File: src/rtl/rv_alu_arbiter_if.sv
// Request/response bus between two ALU clients and the shared ALU arbiter.
// Requester k occupies slice k of every req_* vector.
interface rv_alu_arbiter_if #(
    parameter int XLEN = 32
);
    logic [1:0]          req_valid;
    logic [1:0]          req_ready;
    logic [2*17-1:0]     req_insn;
    logic [2*XLEN-1:0]   req_a;
    logic [2*XLEN-1:0]   req_b;
    logic                rsp_valid;
    logic                rsp_ready;
    logic                rsp_id;
    logic [XLEN-1:0]     rsp_result;
    logic                rsp_illegal;

    // client side: drives requests, consumes responses
    modport master (
        output req_valid, req_insn, req_a, req_b, rsp_ready,
        input  req_ready, rsp_valid, rsp_id, rsp_result, rsp_illegal
    );

    // arbiter side
    modport slave (
        input  req_valid, req_insn, req_a, req_b, rsp_ready,
        output req_ready, rsp_valid, rsp_id, rsp_result, rsp_illegal
    );
endinterface

File: src/rtl/rv_alu_arbiter.sv
// Two-client round-robin arbiter in front of one ADD/SUB/AND/OR ALU.
// One operation in flight: IDLE (grant) -> EXEC (compute) -> RESP (deliver).
module rv_alu_arbiter #(
    parameter int XLEN      = 32,
    parameter int ILL_CNT_W = 8
) (
    input  logic                 clk,
    input  logic                 rst_n,
    rv_alu_arbiter_if.slave      bus,
    output logic                 busy,
    output logic [ILL_CNT_W-1:0] ill_cnt
);
    localparam logic [16:0] INSN_ADD = 17'b0000000_000_0110011;
    localparam logic [16:0] INSN_SUB = 17'b0100000_000_0110011;
    localparam logic [16:0] INSN_AND = 17'b0000000_111_0110011;
    localparam logic [16:0] INSN_OR  = 17'b0000000_110_0110011;

    typedef enum logic [1:0] {IDLE, EXEC, RESP} state_t;

    typedef struct packed {
        logic [16:0]     insn;
        logic [XLEN-1:0] a;
        logic [XLEN-1:0] b;
        logic            id;
    } op_t;

    typedef struct packed {
        logic            id;
        logic [XLEN-1:0] result;
        logic            illegal;
    } rsp_t;

    state_t          state, state_nxt;
    logic            rr_ptr;
    logic            gnt;
    logic            gnt_vld;
    logic            req_hs;
    logic            rsp_hs;
    op_t             op_q;
    rsp_t            rsp_q;
    logic [XLEN-1:0] alu_res;
    logic            alu_ill;

    // rr_ptr wins if it is asking, otherwise the other requester
    assign gnt     = bus.req_valid[rr_ptr] ? rr_ptr : ~rr_ptr;
    assign gnt_vld = |bus.req_valid;
    assign req_hs  = (state == IDLE) && gnt_vld;
    assign rsp_hs  = (state == RESP) && bus.rsp_ready;

    // state register
    always_ff @(posedge clk or negedge rst_n) begin
        if (!rst_n) state <= IDLE;
        else        state <= state_nxt;
    end

    // next-state logic
    always_comb begin
        state_nxt = state;
        case (state)
            IDLE:    if (gnt_vld) state_nxt = EXEC;
            EXEC:    state_nxt = RESP;
            RESP:    if (bus.rsp_ready) state_nxt = IDLE;
            default: state_nxt = IDLE;
        endcase
    end

    // handshake outputs; ready follows valid, only while IDLE
    always_comb begin
        bus.req_ready = 2'b00;
        if (state == IDLE && gnt_vld) bus.req_ready[gnt] = 1'b1;
        bus.rsp_valid = (state == RESP);
        busy          = (state != IDLE);
    end

    // capture the granted request; ignored in every other cycle
    always_ff @(posedge clk or negedge rst_n) begin
        if (!rst_n) begin
            op_q <= '0;
        end else if (req_hs) begin
            op_q.insn <= gnt ? bus.req_insn[33:17]      : bus.req_insn[16:0];
            op_q.a    <= gnt ? bus.req_a[2*XLEN-1:XLEN] : bus.req_a[XLEN-1:0];
            op_q.b    <= gnt ? bus.req_b[2*XLEN-1:XLEN] : bus.req_b[XLEN-1:0];
            op_q.id   <= gnt;
        end
    end

    // R-type decode of the four supported ops; anything else is illegal with result 0
    always_comb begin
        alu_res = '0;
        alu_ill = 1'b0;
        case (op_q.insn)
            INSN_ADD: alu_res = op_q.a + op_q.b;
            INSN_SUB: alu_res = op_q.a - op_q.b;
            INSN_AND: alu_res = op_q.a & op_q.b;
            INSN_OR:  alu_res = op_q.a | op_q.b;
            default:  alu_ill = 1'b1;
        endcase
    end

    // response payload loads in EXEC and holds until the next EXEC
    always_ff @(posedge clk or negedge rst_n) begin
        if (!rst_n)             rsp_q <= '0;
        else if (state == EXEC) rsp_q <= '{id: op_q.id, result: alu_res, illegal: alu_ill};
    end

    // on delivery hand priority to the other requester and count illegal ops
    always_ff @(posedge clk or negedge rst_n) begin
        if (!rst_n) begin
            rr_ptr  <= 1'b0;
            ill_cnt <= '0;
        end else if (rsp_hs) begin
            rr_ptr <= ~rsp_q.id;
            if (rsp_q.illegal && ill_cnt != '1) ill_cnt <= ill_cnt + ILL_CNT_W'(1);
        end
    end

    assign bus.rsp_id      = rsp_q.id;
    assign bus.rsp_result  = rsp_q.result;
    assign bus.rsp_illegal = rsp_q.illegal;
endmodule
File: src/flat_wrapper.sv
// flat-port wrapper written by rule: the top's interface ports become plain ports
module rv_alu_arbiter_flat 
#(
    parameter int XLEN      = 32,
    parameter int ILL_CNT_W = 8
)
  (clk, rst_n, busy, ill_cnt, bus_req_valid, bus_req_insn, bus_req_a, bus_req_b, bus_rsp_ready, bus_req_ready, bus_rsp_valid, bus_rsp_id, bus_rsp_result, bus_rsp_illegal);
  rv_alu_arbiter_if #(.XLEN(XLEN)) bus_i ();
  input  logic clk;
  input  logic rst_n;
  output logic busy;
  output logic [ILL_CNT_W-1:0] ill_cnt;
  input wire logic [$bits(bus_i.req_valid)-1:0] bus_req_valid;
  input wire logic [$bits(bus_i.req_insn)-1:0] bus_req_insn;
  input wire logic [$bits(bus_i.req_a)-1:0] bus_req_a;
  input wire logic [$bits(bus_i.req_b)-1:0] bus_req_b;
  input wire logic [$bits(bus_i.rsp_ready)-1:0] bus_rsp_ready;
  output wire logic [$bits(bus_i.req_ready)-1:0] bus_req_ready;
  output wire logic [$bits(bus_i.rsp_valid)-1:0] bus_rsp_valid;
  output wire logic [$bits(bus_i.rsp_id)-1:0] bus_rsp_id;
  output wire logic [$bits(bus_i.rsp_result)-1:0] bus_rsp_result;
  output wire logic [$bits(bus_i.rsp_illegal)-1:0] bus_rsp_illegal;
  assign bus_i.req_valid = bus_req_valid;
  assign bus_i.req_insn = bus_req_insn;
  assign bus_i.req_a = bus_req_a;
  assign bus_i.req_b = bus_req_b;
  assign bus_i.rsp_ready = bus_rsp_ready;
  assign bus_req_ready = bus_i.req_ready;
  assign bus_rsp_valid = bus_i.rsp_valid;
  assign bus_rsp_id = bus_i.rsp_id;
  assign bus_rsp_result = bus_i.rsp_result;
  assign bus_rsp_illegal = bus_i.rsp_illegal;
  rv_alu_arbiter #(.XLEN(XLEN), .ILL_CNT_W(ILL_CNT_W)) u_core (.clk(clk), .rst_n(rst_n), .bus(bus_i), .busy(busy), .ill_cnt(ill_cnt));
endmodule
File: config.mk
export PLATFORM = sky130hd
export DESIGN_NAME = rv_alu_arbiter_flat
export DESIGN_NICKNAME = d
export VERILOG_FILES = /design/src/rtl/rv_alu_arbiter_if.sv /design/src/rtl/rv_alu_arbiter.sv /design/src/flat_wrapper.sv
export SDC_FILE = /design/constraint.sdc
export NUM_CORES = 1
export LEC_CHECK = 0
export CORE_MARGIN = 2
export CORE_UTILIZATION = 54
export CTS_CLUSTER_SIZE = 16
export DETAILED_ROUTE_END_ITERATION = 10
export GPL_TIMING_DRIVEN = 0
export MAX_ROUTING_LAYER = met4
export PLACE_DENSITY = 0.93
export SETUP_SLACK_MARGIN = 0.3
export SLEW_MARGIN = 30
export SYNTH_ARGS = -nofsm -noshare
export SYNTH_HDL_FRONTEND = slang
export SYNTH_SLANG_ARGS = --single-unit
File: constraint.sdc
create_clock -name clk -period 11.2 [get_ports clk]
set_input_delay 1.12 -clock clk [delete_from_list [all_inputs] [get_ports clk]]
set_output_delay 1.12 -clock clk [all_outputs]
set_load 0.005 [all_outputs]
======== Word level (Yosys, flattened, before mapping) ========
Index checks and enable logic that the tools add are counted.
operators by class
  $add $sub $neg .......................... 3
  $lt $le $gt $ge ......................... 3
  eq/ne operators ......................... 9
  mux-type cells .......................... 14
  bitwise operators ....................... 4
  reductions and logical operators ........ 10
operator list
  kind                                                                      count
  32-bit case mux with 4 select lines                                       1
  32-bit two-way mux                                                        2
  17-bit by 10-bit equality test with 1-bit output (second input constant)  2
  32-bit adder                                                              1
  32-bit AND                                                                1
  32-bit OR                                                                 1
  32-bit subtractor                                                         1
  17-bit by 16-bit equality test with 1-bit output (second input constant)  1
  17-bit by 6-bit equality test with 1-bit output (second input constant)   1
  17-bit two-way mux                                                        1
  8-bit by 1-bit adder with 8-bit output (second input constant)            1
  8-bit != test (second input constant)                                     1
  2-bit two-way mux                                                         3
  2-bit case mux with 3 select lines                                        1
  1-bit two-way mux                                                         5
  1-bit logical AND                                                         4
  1-bit by 2-bit < comparator with 1-bit output (second input constant)     2
  2-bit AND reduction                                                       2
  4-bit OR reduction                                                        1
  2-bit by 1-bit equality test with 1-bit output (second input constant)    1
  2-bit equality test (second input constant)                               1
  2-bit logical NOT                                                         1
  2-bit by 1-bit != test with 1-bit output (second input constant)          1
  2-bit != test (second input constant)                                     1
  other kinds (5)                                                           6
storage, ports and cells
  flip-flop bits (word level) ............. 127
  input port bits ......................... 167
  output and inout bits ................... 46
  logic and storage cells ................. 53

======== Longest topological paths before layout ========
Gate-level depths: netlist of run 1.
  word-level depth ........................ 8
  depth in mapped cells ................... 20
  depth with buffers taken out ............ 19

======== Least setup slack after synthesis of run 1 ========
No wires, ideal clock.
  kind .................................... reg2reg
  start point ............................. reg u_core.op_q[77] (netlist name)
  end point ............................... reg u_core.rsp_q (netlist bit u_core.bus.rsp_result[30])
  setup time .............................. 0.133 ns
  arrival time ............................ 3.832 ns
  required time ........................... 11.067 ns
  slack ................................... 7.235 ns
  cell stages (with the launch flop) ...... 18
  buffers on the path ..................... 1
  period minus slack after synthesis ...... 3.965 ns
  path through ............................ dfrtp_1 > nor4b_1 > and3_1 > nand4_1 > nor4_4 > nand2_1 > clkbuf_1 > mux2i_1 > fa_1 > a211oi_1 > o21ai_0 > a21oi_1 > o31ai_4 > a311oi_1 > nor3_1 > a31oi_1 > xor2_1 > o21ai_0
between the ends
  longest elaborated chain between the ends .. 2
  elaborated cells on any way between the ends .. 5
  those cells by class .................... eq/ne: 4; mux: 1
RTL lines
  element                                                                         RTL line               RTL
  from (decl)                                                                     rv_alu_arbiter.sv:39   op_t op_q;
  17-bit by 10-bit equality test with 1-bit output, or another cell as far along  rv_alu_arbiter.sv:91   case (op_q.insn)
  32-bit case mux with 4 select lines *                                           rv_alu_arbiter.sv:91
  to (signal assigned)                                                            rv_alu_arbiter.sv:103  else if (state == EXEC) rsp_q <= '{id: op_q.id, result: alu_res, illegal: alu_ill};
  to (decl)                                                                       rv_alu_arbiter.sv:40   rsp_t rsp_q;
Mark *: on every way between the ends. The rest lies on a longest branch, timed or not.
A chain may end at the register's enable or synchronous reset.

======== Worst setup path after layout of run 1 ========
Same ends and word-level chain as after synthesis.

==> out/results.tsv, run 1 <==
metric	value	unit
status	completed	
post-CTS setup buffers	0	
Total Wirelength	27.2	mm
Synth Flop Type	dfrtp_1	
pin count of the biggest net entering global routing	86	
Syn-to-layout area delta	35.6	%
root buf cell	clkbuf_16	
io pins	213	
Setup crit end kind	flop	
Psw	1.55	mW
Hold WC Path Type	flop to flop	
sw frac	46.8	%
Synthesis Warnings	0	
Final Hold Fails	0	
most frequent cells in the layout	clkdlybuf4s50_1 (211), o21ai_0 (142), nand2_1 (140), dfrtp_1 (127), nor2_1 (101)	
post-cts resize count	0	
Port Buf Inserts	212	
die area	16700	um^2
hpwl dp	20.9	mm
crit path kind	flop to flop	
crit-path max FO	10	
R2R cell count	17	
commonest non-fill, non-tap cell in the layout	clkdlybuf4s50_1	
worst slew pin tran	893	ps
Die X	129	um
Max-cap violations	0	
Hold WS	483	ps
DRT iter0 DRCs	742	
vias in the first global route	8429	
pwr/cell area	289	nW/um^2
clk buf depth	2	
CTS buffer count	17	
share of cells above drive strength 1	4.35	%
crit share post-route	48.6	%
CTS tree	done	
Worst-path clk slew	60	ps
Die Y	129	um
internal power	1.76	mW
hold depth	2	
synthesized area per cell	8.48	um^2
Slew Limit Fails	0	
clk_skew	13.6	ps
sequential share of the synthesized area	37.6	%
clk_lat worst skew	440	ps
crit start category	flop	
hold buffers post-CTS	0	
unrepaired setup endpoints after global routing	false	
Final Power	3.31	mW
initial core utilization	55.4	%
via count	8478	
DR pass1 iterations	5	
Setup TNS	0	ps
worst rel slew slack	40.3	%
synthesized flop and latch total	127	
post-synthesis async set-or-reset flop share	100	%
part of the power in combinational logic	56.6	%
initial antenna violation count	0	
f_max	184	MHz
# diodes	0	
fin crit period	5440	ps
Reg power frac	26.3	%
Avg WL per Cell	18.7	um
Synth Cell Area	8460	um^2
CORE AREA	15300	um^2
post-synthesis cell type count	56	
Total GRT Usage	34.8	%
Cells after Synth	998	
synthesized net count	1201	
WP data required	11500	ps
Layout Nets	1433	
number of flops mapped to enable cells by yosys	0	
first-pass GRT wire length	43.2	mm
# clock sinks	127	
CP arrival	5740	ps
Core Util, Final	75.2	%
H-Tree Depth	4	
FP Rows	45	
power share of the clock group	17.1	%
total gr overflow	0	
Setup Viol. Count Final	0	
via density per instance	5.83	
Max IR drop VDD	0.138	mV
Remaining DRCs	0	
RD Place Congestion	0.983	
Static Leak	5.10	nW
Antenna Nets Post-Route	0	
[cells in the mapped netlist, types with 9 or more instances]
master	instances	share of area, %
xnor2_1	34	3.5
nor3_1	26	1.5
xor2_1	31	3.2
inv_1	15	0.67
nand3_1	9	0.53
nor2_1	101	4.5
a21oi_1	81	4.8
mux2i_1	83	9.8
clkbuf_1	41	1.8
buf_1	9	0.40
dfrtp_1	127	38
a221oi_1	10	1.0
a21o_1	14	1.2
ha_1	35	5.2
a31oi_1	11	0.81
o21ai_0	142	8.4
nand2_1	140	6.2
[cell families after synthesis]
| kind of cell | count (synthesis) | share of synthesized area [%] |
|---|---|---|
| AO/OA/AOI/OAI | 291 | 19.5 |
| XOR/XNOR | 65 | 6.73 |
| adder cells (fa/ha/maj) | 36 | 5.41 |
| buffers and inverters | 73 | 3.73 |
| flip-flops | 127 | 37.6 |
| multiplexers | 84 | 9.95 |
| AND/OR/NAND/NOR | 322 | 17.1 |
[area by class of cell]
| type | count | area, um^2 |
|---|---|---|
| Sequential cell | 127 | 3180 |
| Inverter | 15 | 56.3 |
| Timing Repair Buffer | 213 | 2150 |
| Clock inverter | 13 | 153 |
| Buffer | 58 | 259 |
| Multi-Input combinational cell | 798 | 4970 |
| Fill cell | 1149 | 3790 |
| Clock buffer | 18 | 439 |
| Tap cell | 211 | 264 |
[per-stage QoR]
step                cells  area, um^2  setup slack [ps]
floorplan             998        8460              7240
global placement     1421       10800              4210
detailed placement   1422       10900              6110
CTS                  1453       11500              5880
global route         1453       11500              5510
finish               1453       11500              5760
[power by group through the flow]
stage / sequential, mW / combinational (mW) / clock, mW
2_1_floorplan: 0.798 / 1.32 / 0
3_3_place_gp: 0.849 / 1.79 / 0
3_5_place_dp: 0.863 / 1.83 / 0
4_1_cts: 0.861 / 1.85 / 0.566
5_1_grt: 0.890 / 2.09 / 0.585
6_report: 0.870 / 1.88 / 0.566
[critical path, cell delays in order, from the launching register on]
cell and delay, ps:
dfrtp_1 390, nor4b_1 390, and3_1 250, nand4_1 220, nor4_4 420, nand2_1 370
clkbuf_1 380, mux2i_1 240, fa_1 500, a211oi_1 370, o21ai_0 190, a21oi_1 420
o31ai_4 150, a311oi_1 400, nor3_1 160, a31oi_1 220, xor2_1 160, o21ai_0 80
[sequential cells by signal (all words and copies together), names as in the netlist]
register	count
u_core.bus.rsp_id	1
u_core.bus.rsp_illegal	1
u_core.bus.rsp_result	32
u_core.ill_cnt	8
u_core.op_q	82
u_core.rr_ptr	1
u_core.state	2
[worst paths after layout]
check | start | endpoint | slack (ps)
hold reg to reg | u_core.op_q[0]$_DFFE_PN0P_ | u_core.bus.rsp_id$_DFFE_PN0N_ | 480
setup reg to reg | u_core.op_q[77]$_DFFE_PN0P_ | u_core.bus.rsp_result[30]$_DFFE_PN0N_ | 5760
hold / removal | u_core.op_q[0]$_DFFE_PN0P_ | u_core.bus.rsp_id$_DFFE_PN0N_ | 480
max in group asynchronous | rst_n | u_core.bus.rsp_result[4]$_DFFE_PN0N_ | 9900
min in group asynchronous | rst_n | u_core.bus.rsp_result[22]$_DFFE_PN0N_ | 560
setup / recovery | u_core.op_q[77]$_DFFE_PN0P_ | u_core.bus.rsp_result[30]$_DFFE_PN0N_ | 5760
[metal layers]
layer / vias to the layer above / routed length [um] / global-route usage (%)
met5: - / 0 / -
met1: 4015 / 11400 / 44.4
li1: 3986 / - / -
met3: 70 / 2040 / 6.36
met2: 407 / 13000 / 55.8
met4: 0 / 773 / 12.5
Power figures use the tool's default switching activity.
==> inputs of run 2 (changes only) <==
Settings changed: CORE_UTILIZATION 54 to 50, PLACE_DENSITY 0.93 to 0.87.
Clock period 11.2 ns to 5.6 ns, I/O delays scaled along.
==> out/results.tsv, run 2 (synthesis results as in run 1) <==
metric	value	unit	change
status	completed		unchanged
hold buffers post-CTS	0		unchanged
initial core utilization	51.0	%	was 55.4%
Core Util, Final	69.6	%	was 75.2%
Die X	134	um	was 129 um
Layout Nets	1435		was 1433
Antenna Nets Post-Route	0		unchanged
Total GRT Usage	30.5	%	was 34.8%
initial antenna violation count	0		unchanged
commonest non-fill, non-tap cell in the layout	clkdlybuf4s50_1		unchanged
clk_skew	8.39	ps	was 13.6 ps
Max IR drop VDD	0.273	mV	was 0.138 mV
crit-path max FO	10		unchanged
DR pass1 iterations	5		unchanged
fin crit period	4900	ps	was 5440 ps
total gr overflow	0		unchanged
die area	18000	um^2	was 16700 um^2
crit share post-route	87.4	%	was 48.6%
worst slew pin tran	897	ps	was 893 ps
Total Wirelength	26.2	mm	was 27.2 mm
Syn-to-layout area delta	36.5	%	was 35.6%
RD Place Congestion	0.938		was 0.983
CTS buffer count	17		unchanged
WP data required	5890	ps	was 11500 ps
Static Leak	5.13	nW	was 5.10 nW
CORE AREA	16600	um^2	was 15300 um^2
CTS tree	done		unchanged
clk_lat worst skew	420	ps	was 440 ps
H-Tree Depth	4		unchanged
Largest register FFs	82		unchanged
vias in the first global route	8259		was 8429
Setup Viol. Count Final	0		unchanged
R2R cell count	18		was 17
first-pass GRT wire length	41.9	mm	was 43.2 mm
clk buf depth	2		unchanged
unrepaired setup endpoints after global routing	false		unchanged
root buf cell	clkbuf_16		unchanged
via density per instance	5.69		was 5.83
f_max	204	MHz	was 184 MHz
DP Area	10900	um^2	about the same
Worst-path clk slew	60	ps	about the same
FP Rows	47		was 45
via count	8331		was 8478
register name with the most flops	u_core.op_q		unchanged
pin count of the biggest net entering global routing	68		was 86
Final Hold Fails	0		unchanged
non-filler cells, final	1464		was 1453
placed insts	1431		was 1422
Remaining DRCs	0		unchanged
CP arrival	5190	ps	was 5740 ps
most frequent cells in the layout	clkdlybuf4s50_1 (211), o21ai_0 (142), nand2_1 (139), dfrtp_1 (127), nor2_1 (101)		was clkdlybuf4s50_1 (211), o21ai_0 (142), nand2_1 (140), dfrtp_1 (127), nor2_1 (101)
# clock sinks	127		unchanged
Slew Limit Fails	0		unchanged
worst rel slew slack	40.1	%	was 40.3%
# diodes	0		unchanged
DRT iter0 DRCs	706		was 742
crit start category	flop		unchanged
Hold WC Path Type	input port to async pin		was flop to flop
pwr/cell area	576	nW/um^2	was 289 nW/um^2
Final Power	6.66	mW	was 3.31 mW
design area	11500	um^2	about the same
Port Buf Inserts	212		unchanged
crit path kind	flop to flop		unchanged
share of cells above drive strength 1	4.58	%	was 4.35%
Avg WL per Cell	17.9	um	was 18.7 um
io pins	213		unchanged
Die Y	134	um	was 129 um
hpwl dp	20.2	mm	was 20.9 mm
Max-cap violations	0		unchanged
Setup crit end kind	flop		unchanged
[run 2: area by class of cell]
cell class	instances	area, um^2
buffer	58	259
clock buffer	20	457
clock inverter	11	180
fill	1342	5030
inverter	15	56.3
multi-input combinational	798	4970
sequential	127	3180
tap	220	275
timing repair buffer	215	2170
[run 2: stage by stage]
step	TNS (ps)	hold WS [ps]	setup WS, ps
final	0	54.7	704
after detailed placement	0	460	590
after global placement	-107170	455	-852
after global routing	0	106	319
after CTS	0	79.9	543
after floorplan	0	264	1640
[run 2: worst paths after layout]
path,startpoint,endpoint,slack (ps)
min in group clk,u_core.op_q[0]$_DFFE_PN0P_,u_core.bus.rsp_id$_DFFE_PN0N_,470
setup / recovery,u_core.op_q[77]$_DFFE_PN0P_,u_core.bus.rsp_result[30]$_DFFE_PN0N_,700
max in group asynchronous,rst_n,u_core.bus.rsp_result[27]$_DFFE_PN0N_,4850
hold / removal,rst_n,u_core.op_q[51]$_DFFE_PN0P_,50
setup reg to reg,u_core.op_q[77]$_DFFE_PN0P_,u_core.bus.rsp_result[30]$_DFFE_PN0N_,700
hold reg to reg,u_core.op_q[0]$_DFFE_PN0P_,u_core.bus.rsp_id$_DFFE_PN0N_,470
[run 2: report_power, final]
part / switching (mW) / internal, mW / leakage, nW
Clock: 0.430 / 0.771 / 0.307
Sequential: 0.446 / 1.29 / 1.60
Combinational: 2.15 / 1.57 / 3.22
[run 2: routing by layer]
layer	global-route usage (%)	part of all wire (%)	vias up
li1	-	-	3981
met1	39.6	43	3941
met2	49.6	48	364
met3	4.23	6.3	45
met4	10.1	2.4	0
met5	-	0	-
[run 2: worst max-delay path, stage by stage, from the launching register on]
cell and delay (ps):
dfrtp_1 380, nor4b_1 270, and3_1 210, nand4_1 220
nor4_4 420, and2_0 400, buf_2 350, nor2_1 90
xnor2_1 130, ha_1 340, a211oi_1 360, o21ai_0 190
a21oi_2 290, o31ai_4 130, a311oi_1 360, nor3_1 150
a31oi_1 230, xor2_1 160, o21ai_0 80
[run 2: timing repair]
| action | 4_1_cts | 5_1_grt |
|---|---|---|
| endpoints found under the setup margin | 0 | 3 |
| setup buffers | 0 | 2 |
| endpoints found under the hold margin | 0 | 0 |
| resized for setup | 0 | 2 |
==> inputs of run 3 (changes only) <==
Settings changed: SETUP_SLACK_MARGIN 0.3 to 0.5, SLEW_MARGIN 30 to unset.
==> out/results.tsv, run 3 (synthesis results as in run 1) <==
metric	value	unit	change
Setup Viol. Count Final	0		unchanged
unrepaired setup endpoints after global routing	false		unchanged
crit start category	flop		unchanged
Largest register FFs	82		unchanged
Die X	134	um	unchanged
r2r startpoint	u_core.op_q[77]$_DFFE_PN0P_		unchanged
Remaining DRCs	0		unchanged
launch point of the critical path	u_core.op_q[77]$_DFFE_PN0P_		unchanged
FP Rows	47		unchanged
placed insts	1431		unchanged
vias in the first global route	8274		was 8259
initial antenna violation count	0		unchanged
CTS tree	done		unchanged
Max-cap violations	0		unchanged
Setup crit end kind	flop		unchanged
Total Wirelength	26.4	mm	was 26.2 mm
H-Tree Depth	4		unchanged
worst path cell trace	nor4b_1 -> and3_1 -> nand4_1 -> nor4_4 -> and2_1 -> clkbuf_4 -> nor2_1 -> xnor2_1 -> ha_1 -> a211oi_1 -> o21ai_0 -> a21oi_2 -> o31ai_4 -> a311oi_1 -> nor3_1 -> a31oi_1 -> xor2_1 -> o21ai_0		was nor4b_1 -> and3_1 -> nand4_1 -> nor4_4 -> and2_0 -> buf_2 -> nor2_1 -> xnor2_1 -> ha_1 -> a211oi_1 -> o21ai_0 -> a21oi_2 -> o31ai_4 -> a311oi_1 -> nor3_1 -> a31oi_1 -> xor2_1 -> o21ai_0
CP dominant cell by count	o21ai_0		unchanged
f_max	210	MHz	was 204 MHz
Final Power	6.63	mW	was 6.66 mW
Port Buf Inserts	212		unchanged
Total GRT Usage	30.9	%	was 30.5%
initial core utilization	51.0	%	unchanged
Antenna Nets Post-Route	0		unchanged
pwr/cell area	576	nW/um^2	about the same
via count	8396		was 8331
WP data required	5890	ps	about the same
io pins	213		unchanged
Crit path max-delay family	simple AND/OR/NAND/NOR gates		unchanged
Hold WC Path Type	input port to async pin		unchanged
Syn-to-layout area delta	36.1	%	was 36.5%
Final Hold Fails	0		unchanged
status	completed		unchanged
CP arrival	5050	ps	was 5190 ps
via density per instance	5.74		was 5.69
register name with the most flops	u_core.op_q		unchanged
total gr overflow	0		unchanged
crit path kind	flop to flop		unchanged
Avg WL per Cell	18.1	um	was 17.9 um
DR pass1 iterations	7		was 5
commonest non-fill, non-tap cell in the layout	clkdlybuf4s50_1		unchanged
Layout Nets	1434		was 1435
worst slew pin tran	891	ps	was 897 ps
# diodes	0		unchanged
# clock sinks	127		unchanged
worst path bufs/invs	1		unchanged
DRT iter0 DRCs	751		was 706
Slew Limit Fails	0		unchanged
die area	18000	um^2	unchanged
crit share post-route	84.9	%	was 87.4%
worst rel slew slack	40.5	%	was 40.1%
non-filler cells, final	1463		was 1464
Max IR drop VDD	0.259	mV	was 0.273 mV
CP max-delay cell	nor4_4		unchanged
Worst-path clk slew	60	ps	about the same
clk_lat worst skew	430	ps	was 420 ps
clk buf depth	2		unchanged
Die Y	134	um	unchanged
clk_skew	14.9	ps	was 8.39 ps
Worst Setup Slack, final	846	ps	was 704 ps
CTS buffer count	17		unchanged
share of cells above drive strength 1	4.59	%	was 4.58%
root buf cell	clkbuf_16		unchanged
first-pass GRT wire length	42.4	mm	was 41.9 mm
fin crit period	4750	ps	was 4900 ps
CORE AREA	16600	um^2	unchanged
crit-path max FO	10		unchanged
Setup TNS	0	ps	unchanged
Static Leak	5.11	nW	was 5.13 nW
slowest cell delay on critical path	390	ps	was 420 ps
pin count of the biggest net entering global routing	68		unchanged
hpwl dp	20.3	mm	was 20.2 mm
pre-CTS setup slack	539	ps	was 590 ps
RD Place Congestion	0.938		unchanged
most frequent cells in the layout	clkdlybuf4s50_1 (211), o21ai_0 (142), nand2_1 (139), dfrtp_1 (127), nor2_1 (101)		unchanged
run 3: layer usage:
layer	routed length (um)	GRT usage, %
met1	11300	40.1
met2	12700	50.7
met4	614	10.4
met5	0	-
met3	1740	3.67
run 3: per-stage QoR:
step	utilization [%]	area, um^2	hold WS (ps)
final	69.5	11500	102
after global routing	69.5	11500	156
after CTS	69.4	11500	122
after detailed placement	65.6	10900	460
after global placement	65.5	10900	455
after floorplan	-	8460	264
run 3: power breakdown:
group | internal (mW) | switching, mW | total [mW]
logic | 1.57 | 2.17 | 3.74
clock network | 0.726 | 0.432 | 1.16
registers | 1.29 | 0.449 | 1.73
total | 3.58 | 3.05 | 6.63
run 3: final cells by class:
class	count	area [um^2]
plain buffers	58	263
clock buffers	20	457
clock inverters	11	158
fillers	1330	5060
inverters	15	56.3
multi-input cells	798	4970
flip-flops and latches	127	3180
well taps	220	275
repair buffers	214	2160
run 3: worst paths after layout:
path / to / slack (ps) / cells after the start
min in group clk: u_core.op_q[65]$_DFFE_PN0P_ / 480 / 2
worst min-delay path: u_core.op_q[51]$_DFFE_PN0P_ / 100 / 1
max in group asynchronous: u_core.bus.rsp_result[31]$_DFFE_PN0N_ / 4780 / 2
worst min register to register: u_core.op_q[65]$_DFFE_PN0P_ / 480 / 2
worst max register to register: u_core.bus.rsp_result[30]$_DFFE_PN0N_ / 850 / 18
worst max-delay path: u_core.bus.rsp_result[30]$_DFFE_PN0N_ / 850 / 18
run 3: timing repair:
| action | CTS | global route |
|---|---|---|
| gates resized for setup | 0 | 6 |
| setup buffers | 0 | 1 |
| endpoints found under the setup margin | 0 | 7 |
| endpoints found under the hold margin | 0 | 0 |
| hold buffers | 0 | 0 |
